--- src/rtl/ntt_ctrl.sv ---
// ntt_ctrl -- sequencing controller for the in-place forward NTT datapath.
//
// On a start pulse it walks the Kyber loop nest (len = N/2 down to 2, blocks
// of 2*len, butterflies j = blk..blk+len-1). It issues one butterfly per
// cycle: the read addresses (j+len, j) and the zeta index k. Every issue, or
// bubble, is pushed into a LAT-deep tag pipe. The pipe tail produces the
// write enables and addresses, so each write-back lines up with its
// butterfly result.
//
// Optional feature: define NTT_CTRL_LAYER_DRAIN_EN to insert a LAT-cycle
// DRAIN gap between layers. With the gap, the controller is hazard-free for
// any N >= 8. Without it, the next layer starts immediately. That is only
// correct when N/2 > LAT.
//
// Ports:
//   clk        rising-edge clock
//   reset      asynchronous active-low reset
//   start      transform request, sampled only in IDLE
//   hold       suppresses read issue this cycle (ISSUE only)
//   busy       high from accepted start until done
//   done       one-cycle completion pulse
//   r1_en/r1_addr, r2_en/r2_addr   read port enables / addresses (j+len, j)
//   zeta_addr  zeta ROM index k
//   bf_set     butterfly input valid (read issue delayed one cycle)
//   w1_en/w1_addr, w2_en/w2_addr   write-back enables / addresses (j+len, j)
module ntt_ctrl #(
    parameter int N   = 256,
    parameter int LAT = 4,
    parameter int AW  = $clog2(N),
    parameter int KW  = $clog2(N/2)
) (
    input  logic          clk,
    input  logic          reset,
    input  logic          start,
    input  logic          hold,
    output logic          busy,
    output logic          done,
    output logic          r1_en,
    output logic [AW-1:0] r1_addr,
    output logic          r2_en,
    output logic [AW-1:0] r2_addr,
    output logic [KW-1:0] zeta_addr,
    output logic          bf_set,
    output logic          w1_en,
    output logic [AW-1:0] w1_addr,
    output logic          w2_en,
    output logic [AW-1:0] w2_addr
);

    typedef enum logic [1:0] {IDLE, ISSUE, DRAIN, FLUSH} state_t;

    localparam logic [AW-1:0] HALF_N = AW'(N / 2);
    localparam logic [AW:0]   N_W    = (AW+1)'(N);

    state_t        state_reg;
    logic [AW-1:0] len_reg;
    logic [AW-1:0] blk_reg;
    logic [AW-1:0] j_reg;
    logic [KW-1:0] k_reg;

`ifdef NTT_CTRL_LAYER_DRAIN_EN
    localparam int DW = $clog2(LAT + 1);
    localparam logic [DW-1:0] DRAIN_LAST = DW'(LAT - 1);
    logic [DW-1:0] drain_cnt_reg;
`endif

    // Tag pipe: stage 0 is loaded on the issue edge, the tail feeds the
    // write registers, so a write appears exactly LAT cycles after its read.
    logic [LAT-1:0] tag_v_reg;
    logic [AW-1:0]  tag_j_reg   [LAT];
    logic [AW-1:0]  tag_len_reg [LAT];

    logic          issue_now;
    logic [AW:0]   blk_step;
    logic          block_end;
    logic          layer_end;

    assign issue_now = (state_reg == ISSUE) && !hold;
    // One bit wider so the "past the end of the polynomial" test cannot wrap.
    assign blk_step  = {1'b0, blk_reg} + {len_reg, 1'b0};
    assign block_end = (j_reg == (blk_reg + len_reg - AW'(1)));
    assign layer_end = block_end && (blk_step >= N_W);

    // Control FSM with registered read-side outputs.
    always_ff @(posedge clk or negedge reset) begin
        if (!reset) begin
            state_reg     <= IDLE;
            busy          <= 1'b0;
            done          <= 1'b0;
            r1_en         <= 1'b0;
            r2_en         <= 1'b0;
            r1_addr       <= '0;
            r2_addr       <= '0;
            zeta_addr     <= '0;
            len_reg       <= '0;
            blk_reg       <= '0;
            j_reg         <= '0;
            k_reg         <= '0;
`ifdef NTT_CTRL_LAYER_DRAIN_EN
            drain_cnt_reg <= '0;
`endif
        end else begin
            done  <= 1'b0;
            r1_en <= 1'b0;
            r2_en <= 1'b0;
            case (state_reg)
                IDLE: begin
                    if (start) begin
                        len_reg   <= HALF_N;
                        blk_reg   <= '0;
                        j_reg     <= '0;
                        k_reg     <= KW'(1);
                        busy      <= 1'b1;
                        state_reg <= ISSUE;
                    end
                end
                ISSUE: begin
                    if (!hold) begin
                        r1_en     <= 1'b1;
                        r2_en     <= 1'b1;
                        r1_addr   <= j_reg + len_reg;
                        r2_addr   <= j_reg;
                        zeta_addr <= k_reg;
                        if (!block_end) begin
                            j_reg <= j_reg + AW'(1);
                        end else if (!layer_end) begin
                            k_reg   <= k_reg + KW'(1);
                            blk_reg <= blk_step[AW-1:0];
                            j_reg   <= blk_step[AW-1:0];
                        end else begin
                            k_reg <= k_reg + KW'(1);
                            if (len_reg == AW'(2)) begin
                                state_reg <= FLUSH;
                            end else begin
`ifdef NTT_CTRL_LAYER_DRAIN_EN
                                drain_cnt_reg <= '0;
                                state_reg     <= DRAIN;
`else
                                len_reg <= len_reg >> 1;
                                blk_reg <= '0;
                                j_reg   <= '0;
`endif
                            end
                        end
                    end
                end
                DRAIN: begin
`ifdef NTT_CTRL_LAYER_DRAIN_EN
                    // LAT idle cycles let the last write of this layer land
                    // before the first read of the next layer.
                    if (drain_cnt_reg == DRAIN_LAST) begin
                        len_reg   <= len_reg >> 1;
                        blk_reg   <= '0;
                        j_reg     <= '0;
                        state_reg <= ISSUE;
                    end else begin
                        drain_cnt_reg <= drain_cnt_reg + DW'(1);
                    end
`else
                    state_reg <= IDLE;
`endif
                end
                FLUSH: begin
                    if (tag_v_reg == '0) begin
                        done      <= 1'b1;
                        busy      <= 1'b0;
                        state_reg <= IDLE;
                    end
                end
                default: state_reg <= IDLE;
            endcase
        end
    end

    // Tag pipe and write-back registers.
    always_ff @(posedge clk or negedge reset) begin
        if (!reset) begin
            tag_v_reg <= '0;
            for (int i = 0; i < LAT; i++) begin
                tag_j_reg[i]   <= '0;
                tag_len_reg[i] <= '0;
            end
            bf_set  <= 1'b0;
            w1_en   <= 1'b0;
            w2_en   <= 1'b0;
            w1_addr <= '0;
            w2_addr <= '0;
        end else begin
            tag_v_reg      <= {tag_v_reg[LAT-2:0], issue_now};
            tag_j_reg[0]   <= j_reg;
            tag_len_reg[0] <= len_reg;
            for (int i = 1; i < LAT; i++) begin
                tag_j_reg[i]   <= tag_j_reg[i-1];
                tag_len_reg[i] <= tag_len_reg[i-1];
            end
            bf_set <= r1_en;
            w1_en  <= tag_v_reg[LAT-1];
            w2_en  <= tag_v_reg[LAT-1];
            // Bubbles leave the write addresses untouched.
            if (tag_v_reg[LAT-1]) begin
                w1_addr <= tag_j_reg[LAT-1] + tag_len_reg[LAT-1];
                w2_addr <= tag_j_reg[LAT-1];
            end
        end
    end

endmodule

--- config.mk ---
export PLATFORM = sky130hd
export DESIGN_NAME = ntt_ctrl
export DESIGN_NICKNAME = d
export VERILOG_FILES = /design/src/rtl/ntt_ctrl.sv
export SDC_FILE = /design/constraint.sdc
export NUM_CORES = 1
export LEC_CHECK = 0
export ABC_CLOCK_PERIOD_IN_PS = 5900
export BUFFER_PORTS_ARGS = -buffer_cell sky130_fd_sc_hd__buf_2
export CAP_MARGIN = 20
export CORE_MARGIN = 3
export CORE_UTILIZATION = 50
export CTS_CLUSTER_DIAMETER = 200
export CTS_CLUSTER_SIZE = 14
export DETAILED_ROUTE_END_ITERATION = 8
export GPL_ROUTABILITY_DRIVEN = 0
export HOLD_SLACK_MARGIN = 0.03
export PLACE_DENSITY = 0.79
export REMOVE_ABC_BUFFERS = 1
export SLEW_MARGIN = 30
export SYNTH_ARGS = -nofsm -noshare
export SYNTH_HDL_FRONTEND = slang
export SYNTH_SLANG_ARGS = --single-unit
--- constraint.sdc ---
create_clock -name clk -period 5.9 [get_ports clk]
set_clock_uncertainty 0.05 [all_clocks]
set_input_delay 0.295 -clock clk [delete_from_list [all_inputs] [get_ports clk]]
set_output_delay 0.295 -clock clk [all_outputs]
set_load 0.02 [all_outputs]
# --- Word level (Yosys, flattened, before mapping) ---
# Cells that the tools add are included.
op_classes:
  addsub: 7
  order_cmp: 1
  eq_ne: 14
  mux: 33
  bitwise: 1
  n_reduce_logical: 14
op_table:
  columns: ["cell", "n"]
  rows:
  - ["8-bit two-way mux", 12]
  - ["8-bit case mux with 2 select lines", 3]
  - ["8-bit adder", 3]
  - ["7-bit two-way mux", 3]
  - ["7-bit case mux with 2 select lines", 1]
  - ["2-bit two-way mux", 6]
  - ["2-bit != test, second input constant", 6]
  - ["6-bit AND reduction", 2]
  - ["8-bit by 9-bit adder with 9-bit output", 1]
  - ["9-bit greater-or-equal comparator, second input constant", 1]
  - ["8-bit by 1-bit adder with 8-bit output, second input constant", 1]
  - ["8-bit by 2-bit equality test with 1-bit output, second input constant", 1]
  - ["8-bit equality test", 1]
  - ["2-bit case mux with 4 select lines", 1]
  - ["4-bit AND reduction", 2]
  - ["8-bit by 1-bit subtractor with 8-bit output, second input constant", 1]
  - ["7-bit by 1-bit adder with 7-bit output, second input constant", 1]
  - ["1-bit two-way mux", 6]
  - ["5-bit AND reduction", 1]
  - ["2-bit equality test, second input constant", 2]
  - ["4-bit zero test", 1]
  - ["4-bit != test, second input constant", 1]
  - ["2-bit nonzero test", 2]
  - ["3-bit != test, second input constant", 1]
  - ["9 further kinds", 10]
word_totals:
  regBits: 145
  inputBits: 4
  out_inout_bits: 46
  wordCells: 94

# --- Depth between registers and ports, before layout ---
# Gate-level depths: netlist of the first run.
depth:
  ltp_word: 8
  depth_mapped: 16
  ltp_nobuf: 14

# --- Worst setup path after synthesis of the first run ---
# Ideal clock, no wire load.
synth_path:
  path_type: "register to register"
  start: "register len_reg[1]"
  end: "register blk_reg[7]"
  setup_ns: 0.121
  t_arrival_ns: 2.822
  required_ns: 5.729
  path_slack_ns: 2.907
  stages_incl_launch_ff: 16
  path_buffers: 2
  period_less_slack_ns: 2.993
  path_cell_list: "dfrtp_1 inv_1 ha_1 inv_1 ha_1 inv_1 fa_1 nand3b_1 nand2_1 a31oi_1 xnor2_1 and3_1 buf_6 and3_1 buf_4 a22o_1"
synth_via:
  elab_chain_len: 8
  word_cells_on_any_way: 14
  classes_between: "3 x add/sub; 1 x order compare; 4 x eq/ne; 4 x mux; 2 x reduce/logical"
synth_lines:
  columns: ["item", "line", "rtl"]
  rows:
  - ["start, declared", "56", "logic [AW-1:0] len_reg;"]
  - ["start signal, assigned", "139", "len_reg <= len_reg >> 1;"]
  - ["8-bit adder", "81", "assign block_end = (j_reg == (blk_reg + len_reg - AW'(1)));"]
  - ["8-bit by 1-bit subtractor with 8-bit output", "81", null]
  - ["8-bit equality test", "81", null]
  - ["1-bit logical AND", "82", "assign layer_end = block_end && (blk_step >= N_W);"]
  - ["8-bit two-way mux", "126", "end else if (!layer_end) begin"]
  - ["8-bit two-way mux", "124", "if (!block_end) begin"]
  - ["8-bit two-way mux", "118", "if (!hold) begin"]
  - ["8-bit case mux with 2 select lines", "106", "case (state_reg)"]
  - ["end signal, assigned", "128", "blk_reg <= blk_step[AW-1:0];"]
  - ["end, declared", "57", "logic [AW-1:0] blk_reg;"]
# Several ways; a longest one is shown, not always the timed one. The select of a mux whose other input is x is not followed.
# A chain may end at the register's enable or synchronous reset.

# --- Worst setup path after layout of the first run ---
layout_path:
  start: "register len_reg[1]"
  end: "register blk_reg[2]"
# Same word-level chain as after synthesis.

==> results of run 1 <==
==> routing by layer <==
metal,GRT usage,part of all wire,vias up
li1,-,-,1950
met5,0,0,-
met3,0.0584,0.059,33
met2,0.323,0.51,128
met4,0.104,0.032,0
met1,0.211,0.39,2027
==> logic make-up after synthesis <==
group | Yosys count | synth area share
adders and majority gates | 40 | 0.0844
buffers and inverters | 60 | 0.0432
xor gates and xnor gates | 39 | 0.0555
AOI/OAI and AO/OA | 103 | 0.110
DFF | 143 | 0.569
muxes | 16 | 0.0283
and+or+nand+nor | 139 | 0.109
==> stage by stage <==
step / utilization / setup WS (ns) / total power [W] / instances
finish: 0.597 / 2.20 / 0.00275 / 776
global route: 0.597 / 1.92 / 0.00288 / 776
CTS: 0.597 / 2.22 / 0.00278 / 776
detailed placement: 0.548 / 2.27 / 0.00172 / 744
global placement: 0.548 / 2.46 / 0.00169 / 744
floorplan: - / 2.69 / 0.00154 / 524
==> timing repair <==
item                                   in CTS  in global routing
hold buffers                                1                  0
endpoints found under the hold margin      72                  0
setup endpoints to repair                   0                  0
==> area by class of cell <==
type	instances	area share
clock buffers	20	0.0629
inverters	44	0.0227
well taps	168	0.0289
multi-input cells	337	0.336
flip-flops and latches	143	0.493
repair buffers	53	0.0391
clock inverters	11	0.0179
==> Yosys cell counts (all sizes together) (4+ instances only) <==
cell      n  share of area
nand2    65          0.039
buf      10          0.013
xnor2    29          0.042
nand3     9         0.0096
fa        4          0.013
xor2     10          0.014
a211oi    4         0.0064
nor3     10          0.011
o21bai    6         0.0072
nor2     22          0.013
ha       36          0.072
a22o     11          0.015
nand4     6         0.0060
mux2     14          0.025
inv      43          0.026
clkbuf    6         0.0036
o21ai    35          0.028
nor2b     5         0.0050
and3      8         0.0080
a21o      8         0.0096
dfrtp   143           0.57
a21oi    29          0.025
==> final timing paths <==
path,cells after the start,startpoint,endpoint
min in group asynchronous,2,reset,w2_addr[1]
setup reg to reg,14,len_reg[1],blk_reg[2]
max in group asynchronous,3,reset,tag_len_reg[28]
hold reg to reg,0,tag_j_reg[18],tag_j_reg[10]
setup / recovery,14,len_reg[1],blk_reg[2]
hold / removal,3,start,state_reg[0]
==> power by group through the flow <==
stage               combinational (W)  clock (W)  sequential [W]
floorplan                    0.000212          0         0.00133
global placement             0.000430          0         0.00126
detailed placement           0.000445          0         0.00128
CTS                          0.000451    0.00107         0.00126
global route                 0.000489    0.00111         0.00128
finish                       0.000444    0.00105         0.00126
==> worst max-delay path, cell delays in order, from the launching register on <==
cell       delay (ns)
dfrtp_1          0.49
inv_1            0.13
ha_1             0.31
inv_1            0.06
ha_1             0.17
inv_1            0.06
fa_1             0.39
nand3b_1         0.18
nand2_1          0.11
a31oi_1          0.12
xnor2_1          0.32
and3_1           0.65
and3_1           0.40
inv_2            0.06
o2bb2ai_2        0.13
==> results.json, run 1 <==
{
  "clkTransAtPathRegs_ns": 0.06,
  "clock_sinks": 143,
  "outcome": "completed",
  "crit_type": "flop to flop",
  "clockPowerShare": 0.381,
  "layout_commonest_cell": "dfrtp_1",
  "syn_avg_cell_area_um2": 11.6,
  "antenna_found_initial": 0,
  "dp_hpwl_um": 8530,
  "worst_ep_required_time_ns": 6.20,
  "detail_route.wl_per_cell_um": 16.1,
  "diodes": 0,
  "setup_tns_ns": 0,
  "clk_path_buf_depth": 2,
  "hold_viol": 0,
  "synth_edf_count": 0,
  "fp-row-count": 40,
  "worstPathMaxFanout": 19,
  "ir_drop_mv": 0.227,
  "cts_tree": "yes",
  "setup_viol": 0,
  "die_x_um": 118,
  "relSlewSlack": 0.439,
  "grt.total_usage": 0.189,
  "drt-vias-per-instance": 5.33,
  "placed_area_mm2": 0.00667,
  "fin_hold_ws_ns": 0.124,
  "ys_seq_area_frac": 0.569,
  "drtAntennaViolNets": 0,
  "postCtsSetupBuffers": 0,
  "synth_cell_types": 53,
  "grt_max_degree": 74,
  "multiInputGateArea_mm2": 0.00244,
  "n_fill_cell": 946,
  "power_density_mw_per_mm2": 379,
  "synth_cells": 540,
  "drive_above_1_share": 0.191,
  "start_util": 0.517,
  "clk_latency_ns": 0.42,
  "pin_count": 50,
  "syn_area_mm2": 0.00629,
  "cts_root_buf": "clkbuf_16",
  "via_count": 4138,
  "max_slew.worst_pin.slew_ns": 0.841,
  "cap_violations": 0,
  "hold_path.class": "primary input to flop",
  "power_frac_comb": 0.162,
  "drc": 0,
  "cts_resized": 0,
  "cts_made_buffers": 17,
  "period_needed_ns": 3.70,
  "fp.dieH_um": 118,
  "final_cell_mix": "143 x dfrtp_1, 65 x nand2_1, 48 x buf_2",
  "sw_frac_of_total": 0.285,
  "internal_power_w": 0.00197,
  "core_mm2": 0.0122,
  "fp.dieArea_mm2": 0.0140,
  "async_reset_ff_frac": 1.00,
  "max_freq_ghz": 0.270,
  "yosysWarningCount": 0,
  "io_buffers": 49,
  "finalCritPeriodShare": 0.627,
  "worstSetupStartpointType": "flop",
  "synthToLayoutAreaGrowth_pct": 15.5,
  "drtIter0Drc": 306,
  "end_kind": "flop",
  "overflow": 0,
  "p_leak_nw": 3.59,
  "r2r_setup_slack_ns": 2.20,
  "ctsHtreeMaxLevel": 4,
  "slew_violations": 0,
  "drt_pass1_iterations": 4,
  "design_area_mm2": 0.00726,
  "seqPwrFrac": 0.458,
  "rsz0062_at_grt": "no",
  "finalNetCount": 640,
  "grt_pass1_wl_um": 20900,
  "critical_path_arrival_ns": 4.00,
  "grt_pass1_vias": 4367,
  "synth_top_flop_cell": "dfrtp_1",
  "p_sw_w": 0.000783,
  "seq_area_mm2": 0.00358,
  "drt-total-wl_um": 12500,
  "synth_seq_cells": 143
}
No activity file was read; power rests on OpenSTA's default activity.
==> run 2, diff against run 1 <==
Settings changed: ABC_AREA from default to 1, ABC_CLOCK_PERIOD_IN_PS 5900 to 3500.
Clock period 5.9 ns to 3.5 ns, I/O delays scaled along.
==> run 2 against run 1 <==
Worst setup slack lost 1.8 ns. Critical path depth grew 5. Die area grew 5.8%. Worst hold slack lost 0.026 ns. Critical endpoint is now k_reg[3]. Sequential power grew 78%. Global-route usage grew 1.3 points. Routed wire length grew 10%. Critical path type unchanged. Combinational power grew to 4.0 times the previous value. Via count grew 19%. Largest cell class unchanged. Synthesized cell count grew 35%. Maximum frequency grew 19%. Area after synthesis grew 6.1%.
==> results.json, run 2 <==
{
  "yosysWarningCount": 0,
  "worst_ep_required_time_ns": 3.79,
  "power_frac_comb": 0.310,
  "yosysTopAreaCell": "dfrtp_1",
  "worstPathMaxFanout": 14,
  "synth_most_common_cell": "nand2_1",
  "postCtsSetupBuffers": 0,
  "power_density_mw_per_mm2": 744,
  "synth.top_cell.area_share": 0.536,
  "finalCritPeriodShare": 0.889,
  "detail_route.wl_per_cell_um": 14.1,
  "rr_startpoint": "len_reg[1]",
  "setup_viol": 0,
  "relSlewSlack": 0.495,
  "finalNetCount": 832,
  "die_x_um": 122,
  "synthToLayoutAreaGrowth_pct": 15.1,
  "grt.total_usage": 0.203,
  "fp.dieH_um": 122,
  "path_buf_inv": 4,
  "clkTransAtPathRegs_ns": 0.06,
  "slew_violations": 0,
  "clockPowerShare": 0.297,
  "drt-total-wl_um": 13700,
  "synth_cell_types": 39,
  "end_kind": "flop",
  "dp_worst_setup_slack_ns": 0.321,
  "hold_start": "start",
  "seqPwrFrac": 0.393,
  "fp-row-count": 41,
  "drt_pass1_iterations": 5,
  "hold_path.class": "primary input to flop",
  "grt_max_degree": 90,
  "rr_worst_depth": 19,
  "multiInputGateArea_mm2": 0.00267,
  "diodes": 0,
  "timing.rr.end": "k_reg[3]",
  "drc": 0,
  "drt-vias-per-instance": 5.04,
  "drive_above_1_share": 0.152,
  "pin_count": 50,
  "synth_common_cells": "252 x nand2_1, 143 x dfrtp_1, 76 x inv_1",
  "outcome": "completed",
  "ys_seq_area_frac": 0.536,
  "period_needed_ns": 3.11,
  "via_count": 4907,
  "overflow": 0,
  "seq_area_mm2": 0.00358,
  "cp_common_cell": "nand2_1",
  "ctsHtreeMaxLevel": 4,
  "crit_start": "len_reg[1]",
  "syn_area_mm2": 0.00667,
  "clk_path_buf_depth": 2,
  "layout_commonest_cell": "nand2_1",
  "core_mm2": 0.0128,
  "n_fill_cell": 1054,
  "internal_power_w": 0.00357,
  "max_slew.worst_pin.slew_ns": 0.758,
  "grt_pass1_vias": 5022,
  "synth_edf_count": 0,
  "async_reset_ff_frac": 1.00,
  "worstSetupStartpointType": "flop",
  "synth_area_leaders": "dfrtp_1 54%, nand2_1 14%, ha_1 6.8%",
  "min_to": "busy",
  "drtIter0Drc": 331,
  "cts_made_buffers": 17,
  "r2r_setup_slack_ns": 0.39,
  "path_delay_family": "simple AND/OR/NAND/NOR gates",
  "fp.dieArea_mm2": 0.0148,
  "synth_seq_cells": 143,
  "cts_tree": "yes",
  "max_freq_ghz": 0.321,
  "drtAntennaViolNets": 0,
  "cts_root_buf": "clkbuf_16",
  "setup_slack_ns": 0.389,
  "synth_cells": 728,
  "critical_path_arrival_ns": 3.40,
  "dp_hpwl_um": 9690,
  "p_leak_nw": 4.27,
  "clk_latency_ns": 0.41,
  "synth_top_flop_cell": "dfrtp_1",
  "rsz0062_at_grt": "no",
  "p_total_w": 0.00571,
  "cap_violations": 0,
  "ir_drop_mv": 0.410,
  "io_buffers": 49,
  "p_sw_w": 0.00214,
  "cp_slowest_cell": "dfrtp_2",
  "crit_chain": "inv_2 > ha_1 > inv_1 > ha_1 > inv_1 > fa_1 > inv_1 > nand2_1 > nand2_1 > nand3_1 > nor2_2 > nand2_1 > nor2_2 > nand2_1 > nand2_1 > nand2_2 > o21ai_1 > nand2_1 > nor2_1",
  "clock_sinks": 143,
  "setup_tns_ns": 0,
  "hold_viol": 0,
  "hold_depth": 3,
  "final_cell_mix": "252 x nand2_1, 142 x dfrtp_1, 75 x inv_1",
  "antenna_found_initial": 0,
  "sw_frac_of_total": 0.374,
  "slowest_delay_ns": 0.46,
  "crit_type": "flop to flop",
  "syn_avg_cell_area_um2": 9.17,
  "grt_pass1_wl_um": 23700,
  "start_util": 0.520
}
-- run 2: cell count changes after synthesis, sizes merged, moves of 8 or more --
| cell | delta |
|---|---|
| xnor2 | -22 |
| a22o | -11 |
| nor2 | +9 |
| inv | +44 |
| a21oi | -10 |
| nand2 | +195 |
| mux2 | -14 |
| and3 | -8 |
| nand3 | +24 |
| xor2 | +8 |
-- run 2: cell type report --
class | instances | share of cell area
flip-flops and latches | 143 | 0.466
multi-input cells | 482 | 0.348
clock buffers | 20 | 0.0595
inverters | 87 | 0.0425
repair buffers | 57 | 0.0412
well taps | 172 | 0.0280
clock inverters | 12 | 0.0143
-- run 2: tightest hold or removal path, delay by kind of cell --
kind,cells,cell delay (ns)
buffers and inverters,1,0.10
AND/OR/NAND/NOR,2,0.24
-- run 2: kinds of logic after synthesis --
family | count (synthesis) | share of synthesized area
fa+ha+maj | 40 | 0.0795
simple gates | 351 | 0.232
buf+inv | 103 | 0.0632
flops | 143 | 0.536
xor+xnor | 25 | 0.0328
compound gates | 66 | 0.0564
-- run 2: metal layers --
metal  track usage  up-vias  wire length, um
met1         0.246     2338             5770
met3        0.0438       27              541
met5             0        -                0
met4        0.0756        0              333
li1              -     2429                -
met2         0.355      113             7090
-- run 2: stage by stage --
stage                     instances   util  hold slack, ns  instance area [um^2]
final                           973  0.599          0.0984                  7680
after global routing            973  0.599           0.113                  7680
after CTS                       973  0.599          0.0754                  7680
after detailed placement        939  0.553           0.227                  7090
after global placement          939  0.553           0.226                  7090
after floorplan                 712      -          -0.171                  6580
-- run 2: worst max path at each step --
stage,to,cells past startpoint,slack (ns)
floorplan,len_reg[7],20,0.74
global placement,k_reg[3],19,0.41
detailed placement,k_reg[3],19,0.32
CTS,k_reg[3],19,0.27
global route,k_reg[3],19,0.03
finish,k_reg[3],19,0.39
-- run 2: power groups by stage --
stage / Combinational (W) / Sequential [W] / Clock [W]
detailed placement: 0.00177 / 0.00226 / 0
CTS: 0.00179 / 0.00224 / 0.00173
global placement: 0.00174 / 0.00224 / 0
floorplan: 0.00110 / 0.00238 / 0
finish: 0.00177 / 0.00224 / 0.00170
global route: 0.00200 / 0.00228 / 0.00180
-- run 2: timing repair --
action,CTS,global route
endpoints found under the hold margin,88,0
hold buffers,2,0
resized for setup,0,2
endpoints found under the setup margin,0,5
